`src/rtl/seq_detect_sched_pkg.sv`:
```
`default_nettype none
// +----------------------------------------------------------------------+
// | Module      : seq_detect_sched_pkg                                   |
// | Description : Shared types and helpers for the round-robin scheduler |
// |               that time-shares one serial sequence detector.         |
// | Revision    : 1.0 - initial release                                  |
// +----------------------------------------------------------------------+
package seq_detect_sched_pkg;

   // Transaction phases of the scheduler.
   typedef enum logic [2:0] {
      ST_IDLE  = 3'd0,
      ST_CLEAR = 3'd1,
      ST_SHIFT = 3'd2,
      ST_FLUSH = 3'd3,
      ST_DONE  = 3'd4
   } state_t;

   // Wrap an index that may run at most one lap past n back into 0..n-1.
   function automatic int rr_wrap(input int idx, input int n);
      return (idx >= n) ? idx - n : idx;
   endfunction

endpackage
`default_nettype wire

```
`src/rtl/seq_detect_sched_rr_arbiter.sv`:
```
`default_nettype none
// +----------------------------------------------------------------------+
// | Module      : rr_arbiter                                             |
// | Description : Combinational round-robin pick. Search starts at the   |
// |               requester after ptr and wraps; yields one-hot grant    |
// |               and the binary winner index.                           |
// | Revision    : 1.0 - initial release                                  |
// +----------------------------------------------------------------------+
module rr_arbiter
   import seq_detect_sched_pkg::*;
#(
   parameter int N_REQ = 4,
   parameter int PTR_W = 2
) (
   input  logic [N_REQ-1:0] req,
   input  logic [PTR_W-1:0] ptr,
   output logic [N_REQ-1:0] gnt,
   output logic [PTR_W-1:0] idx,
   output logic             valid
);

   // First requester found walking forward from ptr+1 wins.
   always_comb begin
      int j;
      j     = 0;
      gnt   = '0;
      idx   = '0;
      valid = 1'b0;
      for (int k = 1; k <= N_REQ; k++) begin
         j = rr_wrap(int'(ptr) + k, N_REQ);
         if (!valid && req[j]) begin
            valid  = 1'b1;
            gnt[j] = 1'b1;
            idx    = PTR_W'(j);
         end
      end
   end

endmodule
`default_nettype wire

```
`src/rtl/seq_detect_sched.sv`:
```
`default_nettype none
// +----------------------------------------------------------------------+
// | Module      : seq_detect_sched                                       |
// | Description : Round-robin scheduler sharing one serial sequence      |
// |               detector. Latches the winner's word, clears the        |
// |               detector, shifts the word MSB-first, counts hits and   |
// |               reports the saturated count with a done pulse.         |
// | Revision    : 1.0 - initial release                                  |
// +----------------------------------------------------------------------+
module seq_detect_sched
   import seq_detect_sched_pkg::*;
#(
   parameter int N_REQ  = 4,
   parameter int WORD_W = 8,
   parameter int CNT_W  = 4
) (
   input  logic                      clk,
   input  logic                      rst,
   input  logic [N_REQ-1:0]          req,
   input  logic [N_REQ*WORD_W-1:0]   data,
   output logic [N_REQ-1:0]          grant,
   output logic                      done,
   output logic [CNT_W-1:0]          match_cnt,
   output logic                      det_rst,
   output logic                      det_inp,
   input  logic                      det_out
);

   localparam int PTR_W = $clog2(N_REQ);
   localparam int BIT_W = $clog2(WORD_W);
   localparam logic [CNT_W-1:0] CNT_MAX  = '1;
   localparam logic [CNT_W-1:0] CNT_ONE  = {{(CNT_W-1){1'b0}}, 1'b1};
   localparam logic [BIT_W-1:0] BIT_LAST = BIT_W'(WORD_W - 1);
   localparam logic [BIT_W-1:0] BIT_ONE  = {{(BIT_W-1){1'b0}}, 1'b1};
   localparam logic [PTR_W-1:0] PTR_RST  = PTR_W'(N_REQ - 1);

   state_t              state_q,   state_d;
   logic [N_REQ-1:0]    grant_q,   grant_d;
   logic [WORD_W-1:0]   shift_q,   shift_d;
   logic [PTR_W-1:0]    ptr_q,     ptr_d;
   logic [BIT_W-1:0]    bit_cnt_q, bit_cnt_d;
   logic [CNT_W-1:0]    hit_cnt_q, hit_cnt_d;
   logic [CNT_W-1:0]    match_q,   match_d;
   logic                done_q,    done_d;
   logic                det_rst_q, det_rst_d;
   logic                det_inp_q, det_inp_d;

   logic [N_REQ-1:0]    arb_gnt;
   logic [PTR_W-1:0]    arb_idx;
   logic                arb_valid;
   logic [WORD_W-1:0]   arb_word;

   rr_arbiter #(
      .N_REQ (N_REQ),
      .PTR_W (PTR_W)
   ) u_arb (
      .req   (req),
      .ptr   (ptr_q),
      .gnt   (arb_gnt),
      .idx   (arb_idx),
      .valid (arb_valid)
   );

   // Saturating increment of the hit counter when the detector fires.
   function automatic logic [CNT_W-1:0] sat_add(input logic [CNT_W-1:0] c,
                                                input logic hit);
      return (hit && (c != CNT_MAX)) ? c + CNT_ONE : c;
   endfunction

   // Mux out the word of the requester currently being granted.
   always_comb begin
      arb_word = '0;
      for (int i = 0; i < N_REQ; i++) begin
         if (arb_gnt[i]) arb_word = data[i*WORD_W +: WORD_W];
      end
   end

   // Next-state and registered-output logic for the transaction FSM.
   // det_inp/det_rst are computed one cycle ahead so the registered
   // versions line up with the CLEAR and SHIFT phases.
   always_comb begin
      state_d   = state_q;
      grant_d   = grant_q;
      shift_d   = shift_q;
      ptr_d     = ptr_q;
      bit_cnt_d = bit_cnt_q;
      hit_cnt_d = hit_cnt_q;
      match_d   = match_q;
      done_d    = 1'b0;
      det_rst_d = 1'b0;
      det_inp_d = 1'b0;
      case (state_q)
         ST_IDLE: begin
            if (arb_valid) begin
               state_d   = ST_CLEAR;
               grant_d   = arb_gnt;
               shift_d   = arb_word;
               ptr_d     = arb_idx;
               det_rst_d = 1'b1;
            end
         end
         ST_CLEAR: begin
            state_d   = ST_SHIFT;
            hit_cnt_d = '0;
            bit_cnt_d = '0;
            det_inp_d = shift_q[WORD_W-1];
            shift_d   = shift_q << 1;
         end
         ST_SHIFT: begin
            // det_out now reflects the previous bit; bit 0 has no predecessor.
            if (bit_cnt_q != '0) hit_cnt_d = sat_add(hit_cnt_q, det_out);
            if (bit_cnt_q == BIT_LAST) begin
               state_d = ST_FLUSH;
            end else begin
               bit_cnt_d = bit_cnt_q + BIT_ONE;
               det_inp_d = shift_q[WORD_W-1];
               shift_d   = shift_q << 1;
            end
         end
         ST_FLUSH: begin
            // Response to the final bit lands here; publish the result.
            match_d = sat_add(hit_cnt_q, det_out);
            done_d  = 1'b1;
            state_d = ST_DONE;
         end
         ST_DONE: begin
            grant_d = '0;
            state_d = ST_IDLE;
         end
         default: begin
            state_d = ST_IDLE;
            grant_d = '0;
         end
      endcase
   end

   // State and output registers with synchronous reset.
   always_ff @(posedge clk) begin
      if (rst) begin
         state_q   <= ST_IDLE;
         grant_q   <= '0;
         shift_q   <= '0;
         ptr_q     <= PTR_RST;
         bit_cnt_q <= '0;
         hit_cnt_q <= '0;
         match_q   <= '0;
         done_q    <= 1'b0;
         det_rst_q <= 1'b1;
         det_inp_q <= 1'b0;
      end else begin
         state_q   <= state_d;
         grant_q   <= grant_d;
         shift_q   <= shift_d;
         ptr_q     <= ptr_d;
         bit_cnt_q <= bit_cnt_d;
         hit_cnt_q <= hit_cnt_d;
         match_q   <= match_d;
         done_q    <= done_d;
         det_rst_q <= det_rst_d;
         det_inp_q <= det_inp_d;
      end
   end

   assign grant     = grant_q;
   assign done      = done_q;
   assign match_cnt = match_q;
   assign det_rst   = det_rst_q;
   assign det_inp   = det_inp_q;

endmodule
`default_nettype wire

```
`config.mk`:
```
export PLATFORM = sky130hd
export DESIGN_NAME = seq_detect_sched
export DESIGN_NICKNAME = d
export VERILOG_FILES = /design/src/rtl/seq_detect_sched_pkg.sv /design/src/rtl/seq_detect_sched_rr_arbiter.sv /design/src/rtl/seq_detect_sched.sv
export SDC_FILE = /design/constraint.sdc
export NUM_CORES = 1
export LEC_CHECK = 0
export ABC_CLOCK_PERIOD_IN_PS = 7000
export CAP_MARGIN = 10
export CORE_UTILIZATION = 54
export CTS_CLUSTER_DIAMETER = 40
export DETAILED_ROUTE_END_ITERATION = 8
export PLACE_DENSITY = 0.84
export SLEW_MARGIN = 25
export SYNTH_ARGS = -nofsm -noshare
export SYNTH_HDL_FRONTEND = slang
export SYNTH_HIERARCHICAL = 1
export SYNTH_SLANG_ARGS = --single-unit
```
`constraint.sdc`:
```
create_clock -name clk -period 7 [get_ports clk]
set_input_delay 1.75 -clock clk [delete_from_list [all_inputs] [get_ports clk]]
set_output_delay 1.75 -clock clk [all_outputs]
set_load 0.1 [all_outputs]
```
==> results.py <==
metrics = {
    "power_and_ir_drop": {
        "pwr-share-seq_pct": 22.8,
        "pwr-share-clk_pct": 10.4,
        "p_sw_share_pct": 50.4,
        "power-per-cell-area_mw_per_mm2": 456,
        "ir_drop_mv": 0.244,
        "switching_power_mw": 0.666,
        "p_leak_nw": 1.08,
        "intPower_mw": 0.657,
        "finalPower_mw": 1.32,
        "power_frac_comb_pct": 66.8,
    },
    "global_routing": {
        "grt_pass1_wl_mm": 9.14,
        "grtUsageTotal_pct": 26.3,
        "met3_usage_pct": 5.50,
        "grt_overflow": 0,
        "use_met2_pct": 42.3,
        "grt_pass1_vias": 2037,
        "grt_max_degree": 25,
        "antenna_found_initial": 0,
        "use_met1_pct": 33.7,
        "top_usage_layer": "met2",
    },
    "clock_network": {
        "cts_setup_buffers": 0,
        "cts_buffers": 5,
        "cts.path.max_buffers": 2,
        "clkTransAtPathRegs_ps": 60,
        "cts_tree": "built",
        "cts_hold_buf": 0,
        "root_buffer": "clkbuf_8",
        "ctsResizeCount": 0,
        "insertion_delay_ps": 290,
        "cts.htree.levels": 2,
        "clock_sinks": 31,
    },
    "final_layout": {
        "area_growth_pct": 23.3,
        "layout-drive-gt1-share_pct": 8.46,
        "num-nets-final": 369,
        "finish.utilization_pct": 71.1,
        "antenna_cells": 0,
        "final_cell_area_mm2": 0.00290,
        "layoutNonFillerInstCount": 369,
    },
    "placed_design": {
        "place_ws_ps": 1790,
        "place_area_mm2": 0.00282,
        "dp_hpwl_mm": 4.36,
        "io_buffers": 49,
        "placed_cells": 361,
        "gp_congestion": 0.835,
    },
    "critical_path": {
        "critPathRequiredTime_ps": 7170,
        "critPathBufInv": 1,
        "slowest_delay_ps": 610,
        "end_kind": "flip-flop",
        "critPathSlowestCell": "mux4_2",
        "crit_type": "primary input to flip-flop",
        "crit_chain": "clkdlybuf4s50_1, mux4_2, or2_1, nor3b_1, o2bb2ai_1, nor2b_1, a221oi_1, o311ai_0, a22o_1",
        "arrival_ps": 5130,
        "worstSetupStartpointType": "primary input",
        "cpLargestDelayFamily": "compound AO/OA/AOI/OAI gates",
        "crit_fanout": 13,
    },
    "logic_synthesis": {
        "synth_edf_count": 0,
        "ys_types": 58,
        "yosysWarnings": 6,
        "ys_top_cells_by_area": "dfxtp_1 (26%), ha_1 (6.4%), a221oi_1 (4.5%)",
        "synth.avg_cell_area_um2": 8.41,
        "async_flop_share_pct": 0,
        "syn_area_mm2": 0.00235,
        "ys_seq_elements": 31,
        "synth_flop_cell": "dfxtp_1",
        "yosysSeqAreaShare_pct": 26.4,
        "yosys.area.top_type": "dfxtp_1",
        "synthesis.instances": 280,
        "synth_top_cell_area_share_pct": 26.4,
        "syn_nets": 331,
    },
    "sta": {
        "fin_setup_tns_ps": 0,
        "slew_violations": 0,
        "fin_crit_sh_pct": 70.7,
        "rsz0062_at_grt": "false",
        "finalHoldViolCount": 0,
        "fin_ws_ps": 2050,
        "timing.hold.ws_ps": 454,
        "setup_viol": 0,
        "worst_pin_slew_ps": 1020,
        "fmax_mhz": 202,
        "min_period_ps": 4950,
        "skew_ps": 6.18,
        "relSlewSlack_pct": 32.0,
    },
    "floorplan": {
        "core-area_mm2": 0.00409,
        "dieArea_mm2": 0.00463,
        "die-width_um": 68.0,
        "boundaryPins": 50,
        "initial_utilization_pct": 57.6,
        "die_h_um": 68.0,
        "row_count": 23,
    },
    "routing": {
        "drt_iter0_drc": 186,
        "vias_per_cell": 6.09,
        "drtPass1Iterations": 4,
        "drc": 0,
        "drtAntennaViolNets": 0,
        "wl_mm": 5.73,
        "vias": 2248,
        "wl_per_cell_um": 15.5,
    },
    "min_path": {
        "hold_path_class": "flip-flop to flip-flop",
    },
    "run": {
        "cap_violations": 0,
    },
    "run_status": {
        "status": "finished clean",
    },
}
[final timing paths]
path,from,endpoint,slack (ps),cells after the start
hold reg to reg,grant[3],grant[3],450,2
hold / removal,grant[3],grant[3],450,2
setup / recovery,req[3],shift_q[4],2050,9
setup reg to reg,ptr_q[0],shift_q[4],2350,10
[Yosys cell counts, types with 9 or more instances]
cell type and instances:
mux2i_1 10, nor2_1 15, nand2b_1 13, nand2_1 25
nor2b_1 12, a21oi_1 17, ha_1 12, clkbuf_1 9
dfxtp_1 31, a221oi_1 12, inv_1 10, o22ai_1 11
[area by class of cell]
| cell class | count | area, µm² |
|---|---|---|
| clock buffer | 6 | 72.6 |
| clock inverter | 2 | 12.5 |
| fill | 323 | 1180 |
| inverter | 11 | 41.3 |
| multi-input combinational | 218 | 1590 |
| sequential | 31 | 621 |
| tap | 50 | 62.6 |
| timing repair buffer | 51 | 505 |
[per-layer routing]
metal | routed length, µm | part of all wire [%]
met5 | 0 | 0
met4 | 89 | 1.6
met3 | 245 | 4.3
met2 | 2890 | 50
met1 | 2500 | 44
[flip-flops by register name, indices dropped and copies added (netlist names)]
| signal | count |
|---|---|
| shift_q | 8 |
| grant | 4 |
| hit_cnt_q | 4 |
| match_cnt | 4 |
| bit_cnt_q | 3 |
| state_q | 3 |
| ptr_q | 2 |
| det_inp | 1 |
| det_rst | 1 |
| done | 1 |
[cell usage in the layout, fill, tap and decap left out, types with 5 or more instances in the layout]
cell / count
nand2_1: 25
o21ai_0: 6
nor2_1: 15
clkbuf_8: 5
nor2b_1: 12
nand2b_1: 13
dfxtp_1: 31
inv_1: 10
and2_1: 7
ha_1: 12
o22ai_1: 11
a22o_1: 5
o311ai_0: 6
a21oi_1: 17
clkdlybuf4s50_1: 49
a221oi_1: 12
mux2i_1: 10
nand3_1: 5
[power by group through the flow]
stage               Sequential (mW)  Clock [mW]  Combinational, mW
CTS                           0.301       0.138              0.881
floorplan                     0.388           0              0.616
global route                  0.311       0.147              0.965
global placement              0.302           0              0.861
detailed placement            0.303           0              0.878
finish                        0.302       0.137              0.884
[tightest hold or removal path: cells and delay by family, from the launching register on]
| kind | cells | cell delay [ps] |
|---|---|---|
| and+or+nand+nor | 1 | 50 |
| DFF | 1 | 310 |
| AOI/OAI and AO/OA | 1 | 50 |
[logic make-up (layout without fill, tap and decap cells)]
logic type,Yosys count,count (layout),synth area share (%)
buffers and inverters,31,70,6.16
flip-flops,31,31,26.4
adder cells (fa/ha/maj),12,12,6.38
AO/OA/AOI/OAI,85,85,26.7
XOR/XNOR,2,2,0.744
AND/OR/NAND/NOR,104,104,25.1
multiplexers,15,15,8.56
Power figures use the tool's default switching activity.
